==> config.mk <==
export PLATFORM = sky130hd
export DESIGN_NAME = branch_resolve
export DESIGN_NICKNAME = d
export VERILOG_FILES = /design/src/rtl/branch_resolve.sv
export SDC_FILE = /design/constraint.sdc
export NUM_CORES = 1
export LEC_CHECK = 0
export CORE_AREA = 2 2 240 124
export CTS_BUF_LIST = sky130_fd_sc_hd__clkbuf_8
export CTS_CLUSTER_DIAMETER = 150
export DETAILED_ROUTE_END_ITERATION = 10
export DIE_AREA = 0 0 242 126
export SLEW_MARGIN = 15
export SYNTH_ARGS = -nofsm -noshare
export SYNTH_HDL_FRONTEND = slang
export SYNTH_SLANG_ARGS = --single-unit
==> constraint.sdc <==
create_clock -name clk -period 4.8 [get_ports clk]
set_input_delay 0.96 -clock clk [delete_from_list [all_inputs] [get_ports clk]]
set_output_delay 0.96 -clock clk [all_outputs]
set_load 0.05 [all_outputs]
==> src/rtl/branch_resolve.sv <==
// branch_resolve: EX-stage branch/jump resolution with mispredict redirect and
// counted flush of the younger stages.
// Optional feature macro: BRANCH_STATS_EN (adds branch/mispredict counters).
module branch_resolve #(
  parameter int unsigned XLEN         = 32,
  parameter int unsigned FLUSH_CYCLES = 2
) (
  input  logic            clk,
  input  logic            rstn,
  input  logic            ex_valid,
  input  logic            ex_stall,
  input  logic [4:0]      alu_op,
  input  logic            is_jal,
  input  logic            is_jalr,
  input  logic            zero,
  input  logic            sign,
  input  logic            overflow,
  input  logic            carry,
  input  logic [XLEN-1:0] ex_pc,
  input  logic [XLEN-1:0] ex_imm,
  input  logic [XLEN-1:0] ex_rs1,
  input  logic            pred_taken,
  input  logic [XLEN-1:0] pred_target,
  output logic            redirect_o,
  output logic [XLEN-1:0] redirect_pc_o,
  output logic            flush_o,
  output logic            resolve_valid_o,
  output logic            resolve_taken_o,
  output logic [XLEN-1:0] resolve_pc_o
`ifdef BRANCH_STATS_EN
  ,
  output logic [31:0]     stat_branches_o,
  output logic [31:0]     stat_mispredicts_o
`endif
);

  localparam int unsigned CNT_W = 3;

  // Branch ALUOp codes, mirroring ctrl_encode_def
  localparam logic [4:0] ALU_BEQ  = 5'd8;
  localparam logic [4:0] ALU_BNE  = 5'd9;
  localparam logic [4:0] ALU_BLT  = 5'd10;
  localparam logic [4:0] ALU_BGE  = 5'd11;
  localparam logic [4:0] ALU_BLTU = 5'd12;
  localparam logic [4:0] ALU_BGEU = 5'd13;

  typedef enum logic {
    IDLE  = 1'b0,
    FLUSH = 1'b1
  } state_t;

  state_t             state_q;
  state_t             state_d;
  logic [CNT_W-1:0]   cnt_q;
  logic [CNT_W-1:0]   cnt_d;

  logic               is_branch_c;
  logic               br_taken_c;
  logic               taken_c;
  logic [XLEN-1:0]    jalr_sum_c;
  logic [XLEN-1:0]    target_c;
  logic [XLEN-1:0]    fall_c;
  logic               accept_c;
  logic               mispredict_c;

  logic               redirect_d;
  logic [XLEN-1:0]    redirect_pc_d;
  logic               flush_d;
  logic               resolve_valid_d;
  logic               resolve_taken_d;
  logic [XLEN-1:0]    resolve_pc_d;

  // Actual outcome and target of the EX instruction; jumps override branch ops
  always_comb begin
    is_branch_c = 1'b0;
    br_taken_c  = 1'b0;
    case (alu_op)
      ALU_BEQ:  begin is_branch_c = 1'b1; br_taken_c = zero;                end
      ALU_BNE:  begin is_branch_c = 1'b1; br_taken_c = ~zero;               end
      ALU_BLT:  begin is_branch_c = 1'b1; br_taken_c = sign ^ overflow;     end
      ALU_BGE:  begin is_branch_c = 1'b1; br_taken_c = ~(sign ^ overflow);  end
      ALU_BLTU: begin is_branch_c = 1'b1; br_taken_c = carry;               end
      ALU_BGEU: begin is_branch_c = 1'b1; br_taken_c = ~carry;              end
      default:  ;
    endcase
    jalr_sum_c   = ex_rs1 + ex_imm;
    target_c     = is_jalr ? {jalr_sum_c[XLEN-1:1], 1'b0} : (ex_pc + ex_imm);
    fall_c       = ex_pc + XLEN'(4);
    taken_c      = (is_jal | is_jalr) ? 1'b1 : br_taken_c;
    accept_c     = ex_valid & ~ex_stall & (state_q == IDLE) &
                   (is_branch_c | is_jal | is_jalr);
    mispredict_c = (taken_c != pred_taken) | (taken_c & (target_c != pred_target));
  end

  // State register
  always_ff @(posedge clk or negedge rstn) begin
    if (!rstn) begin
      state_q <= IDLE;
      cnt_q   <= '0;
    end else begin
      state_q <= state_d;
      cnt_q   <= cnt_d;
    end
  end

  // Next state: a mispredict opens a flush window of FLUSH_CYCLES cycles
  always_comb begin
    state_d = state_q;
    cnt_d   = cnt_q;
    case (state_q)
      IDLE: begin
        if (accept_c && mispredict_c) begin
          state_d = FLUSH;
          cnt_d   = CNT_W'(FLUSH_CYCLES - 1);
        end
      end
      FLUSH: begin
        if (cnt_q == '0) begin
          state_d = IDLE;
        end else begin
          cnt_d = cnt_q - CNT_W'(1);
        end
      end
    endcase
  end

  // Next values of the registered outputs
  always_comb begin
    redirect_d      = accept_c & mispredict_c;
    redirect_pc_d   = '0;
    if (redirect_d) begin
      redirect_pc_d = taken_c ? target_c : fall_c;
    end
    flush_d         = (state_d == FLUSH);
    resolve_valid_d = accept_c;
    resolve_taken_d = accept_c & taken_c;
    resolve_pc_d    = accept_c ? ex_pc : '0;
  end

  // Output registers
  always_ff @(posedge clk or negedge rstn) begin
    if (!rstn) begin
      redirect_o      <= 1'b0;
      redirect_pc_o   <= '0;
      flush_o         <= 1'b0;
      resolve_valid_o <= 1'b0;
      resolve_taken_o <= 1'b0;
      resolve_pc_o    <= '0;
    end else begin
      redirect_o      <= redirect_d;
      redirect_pc_o   <= redirect_pc_d;
      flush_o         <= flush_d;
      resolve_valid_o <= resolve_valid_d;
      resolve_taken_o <= resolve_taken_d;
      resolve_pc_o    <= resolve_pc_d;
    end
  end

`ifdef BRANCH_STATS_EN
  // Wrap-around resolve and mispredict counters
  always_ff @(posedge clk or negedge rstn) begin
    if (!rstn) begin
      stat_branches_o    <= '0;
      stat_mispredicts_o <= '0;
    end else if (accept_c) begin
      stat_branches_o <= stat_branches_o + 32'd1;
      if (mispredict_c) begin
        stat_mispredicts_o <= stat_mispredicts_o + 32'd1;
      end
    end
  end
`endif

endmodule

==> run_results.csv <==
group,metric,value,unit
setup_path,critPathBufInv,3,
routing,wl_per_cell,20.1,um
synth,synth_compound_area_frac,0.250,
routing,routed_wirelength,38800,um
timing,period_share,0.981,
global_routing,overflow,0,
setup_path,path_cells,"clkdlybuf4s50_1, ha_4, o211ai_1, a21o_4, a2111oi_4, buf_4, nor3_2, xnor2_1, mux2_4, a211oi_2, o211ai_1, nor4_2, nand4_1, o211ai_4, clkbuf_16, a311oi_2",
synth,syn-instance-count,1090,
setup_path,cpMostUsedCell,"o211ai_1",
setup_path,slowest_stage,"clkdlybuf4s50_1",
clock_network,h-tree-depth,3,
timing,setup_ws,89.3,ps
clock_network,cts_tree,"yes",
cells_and_area,seqCellArea,0.00178,mm2
synth,ys_warn_count,0,
setup_path,critPathMaxFanout,7,
global_routing,grt_pass1_wl,56500,um
power,cellLeakagePower,0.00608,uW
setup_path,cp_data_required_time,4980,ps
routing,drt.antenna.violating_nets,0,
power,max-vdd-ir-drop,0.136,mV
global_routing,grt_max_degree,80,
timing,relSlewSlack,0.399,
setup_path,critical_path_class,"in -> reg",
cells_and_area,multiInputGateArea,0.00680,mm2
setup_path,critPathMaxStageDelay,500,ps
synth,yosys-top-cells-area,"dfrtp_1 21%, ha_1 9.5%, nor2_1 5.4%, a21oi_1 5.2%, nand2_1 5.1%",
clock_network,clk_path_buf_depth,2,
synth,synth_fp_nets,1300,
cells_and_area,syn2layout_area_growth,62.8,%
setup_path,worstPathArrival,4890,ps
setup_path,r2r_cells,5,
timing,skew,7.18,ps
floorplanning,die_y,126,um
timing,max_freq,212,MHz
timing,fin_crit,4710,ps
timing,final_hold_viol_count,0,
routing,vias_per_cell,5.22,
hold_path,holdPathEnd,"cnt_q[1]",
global_routing,grt_pass1_vias,9258,
placed_design,portBuffers,211,
synth,synthMuxAreaShare,0.0278,
floorplanning,rows,44,
global_routing,gr-usage-all-layers,0.242,
placed_design,gp_congestion,0.933,
synth,synth_top_cell_area_share,0.211,
floorplanning,start_util,0.296,
clock_network,insertion_delay,350,ps
routing,drtIter0Drc,1150,
hold_path,min_path_type,"reg -> reg",
hold_path,min_path_cells,1,
hold_path,hp-start,"cnt_q[1]",
global_routing,antenna_found_initial,1,
synth,synth_area,0.00842,mm2
synth,syn_avg_cell_area,7.72,um2
cells_and_area,mostFrequentLayoutCell,"buf_4",
power,power_density,226,mW/mm2
clock_network,cts_buffers,9,
clock_network,clk_pin_slew_worst_paths,70,ps
synth,synthSimpleGateAreaFrac,0.259,
routing,first_pass_iters,5,
synth,synth.yosys.seq_area_share,0.211,
status,outcome,"completed",
floorplanning,boundaryPins,212,
cells_and_area,drive_gt1_frac,0.261,
synth,synthArstFlopShare,1.00,
flow_run,maxCapViolCount,0,
synth,synth_top_family_by_area,"simple AND/OR/NAND/NOR gates",
setup_path,r2r-end,"redirect_pc_o[7]",
synth,synth_edf_count,0,
timing,setup_violations,0,
setup_path,rrSetupSlack,2920,ps
synth,synth_fa_ha_area_frac,0.0999,
setup_path,crit_family,"compound AO/OA/AOI/OAI gates",
cells_and_area,final_cell_mix,"267 x buf_4, 189 x clkdlybuf4s50_1, 120 x nor2_1, 114 x nand2_1, 73 x a21oi_1",
setup_path,startpoint_type,"primary input",
timing,drv_slew,0,
cells_and_area,nFillCells,2754,
synth,synthXorXnorAreaFrac,0.106,
synth,ys_seq_elements,71,
floorplanning,die_area,0.0305,mm2
placed_design,dp_slack,-559,ps
synth,synth.distinct_cells,85,
timing,worst_pin_slew,902,ps
floorplanning,coreArea,0.0284,mm2
clock_network,cts.sinks,71,
clock_network,root_buffer,"clkbuf_8",
routing,drc,0,
cells_and_area,fin_cells,1931,
floorplanning,die_x,242,um
placed_design,placedCellCount,1902,
cells_and_area,nNetsFinal,1744,
placed_design,dp_hpwl,32600,um
routing,num_vias,10100,
clock_network,cts_hold_buf,0,
setup_path,end_kind,"flip-flop",
synth,yosys.area.top_type,"dfrtp_1",
setup_path,r2r_start,"flush_o",
synth,synth_top_flop_cell,"dfrtp_1",
-- layout make-up --
class | count | area share
multi-input combinational | 928 | 0.496
inverter | 38 | 0.0104
tap | 391 | 0.0357
clock buffer | 9 | 0.00904
antenna | 1 | 0.000183
clock inverter | 7 | 0.00310
timing repair buffer | 486 | 0.316
sequential | 71 | 0.130
-- layer usage --
layer	global-route usage	share of wire	up-vias
li1	-	-	4864
met1	0.417	0.53	4733
met2	0.302	0.36	465
met3	0.0433	0.10	14
met4	0.0269	0.0058	0
met5	0	0	-
-- worst max path at each step --
stage	startpoint	to	slack, ps	depth (start not counted)
5_1_grt	ex_imm[5]	redirect_pc_o[12]	-60	16
3_3_place_gp	ex_pc[0]	redirect_pc_o[7]	-480	19
2_1_floorplan	ex_pc[0]	redirect_pc_o[12]	520	16
4_1_cts	ex_pc[0]	redirect_pc_o[14]	10	17
3_5_place_dp	ex_pc[0]	redirect_pc_o[14]	-560	19
6_report	ex_imm[5]	redirect_pc_o[9]	90	16
-- synthesized netlist by cell type (25+ instances only) --
cell      count
nor2_1      122
nand2_1     115
and2_1       40
dfrtp_1      71
clkbuf_1     38
nand3_1      37
ha_1         64
xnor2_1      48
xor2_1       46
nand4_1      25
o21ai_0      51
inv_1        38
a21oi_1      87
-- registers in the layout, indices dropped and copies added, names as in the netlist --
signal,count
resolve_valid_o,1
redirect_o,1
flush_o,1
resolve_pc_o,32
resolve_taken_o,1
cnt_q,3
redirect_pc_o,32
-- power breakdown --
group / leakage [uW] / total [uW] / internal, uW / switching [uW]
Sequential: 0.000968 / 685 / 658 / 26.1
Clock: 0.0000799 / 409 / 182 / 226
Combinational: 0.00503 / 2000 / 898 / 1100
-- what timing repair did --
action | 4_1_cts | 5_1_grt
resized for setup | 6 | 112
setup buffers | 0 | 8
hold endpoints to repair | 0 | 0
setup endpoints to repair | 37 | 37
pin swaps | 2 | 34
cloned | 0 | 4
-- cells by family after synthesis --
group	Yosys count
and+or+nand+nor	444
AOI/OAI and AO/OA	298
xor gates and xnor gates	97
buffers and inverters	91
DFF	71
adders and majority gates	66
muxes	23
-- per-stage QoR --
step           utilization  TNS, ps  power [uW]  cell area [um2]  hold WS [ps]
2_1_floorplan            -        0        1650             8420           483
3_3_place_gp         0.451   -16570        2520            12800           492
3_5_place_dp         0.451   -19300        2530            12800           498
4_1_cts              0.458        0        2950            13000           514
5_1_grt              0.483     -645        3260            13700           549
6_report             0.483        0        3090            13700           515
No activity file was read; power rests on OpenSTA's default activity.
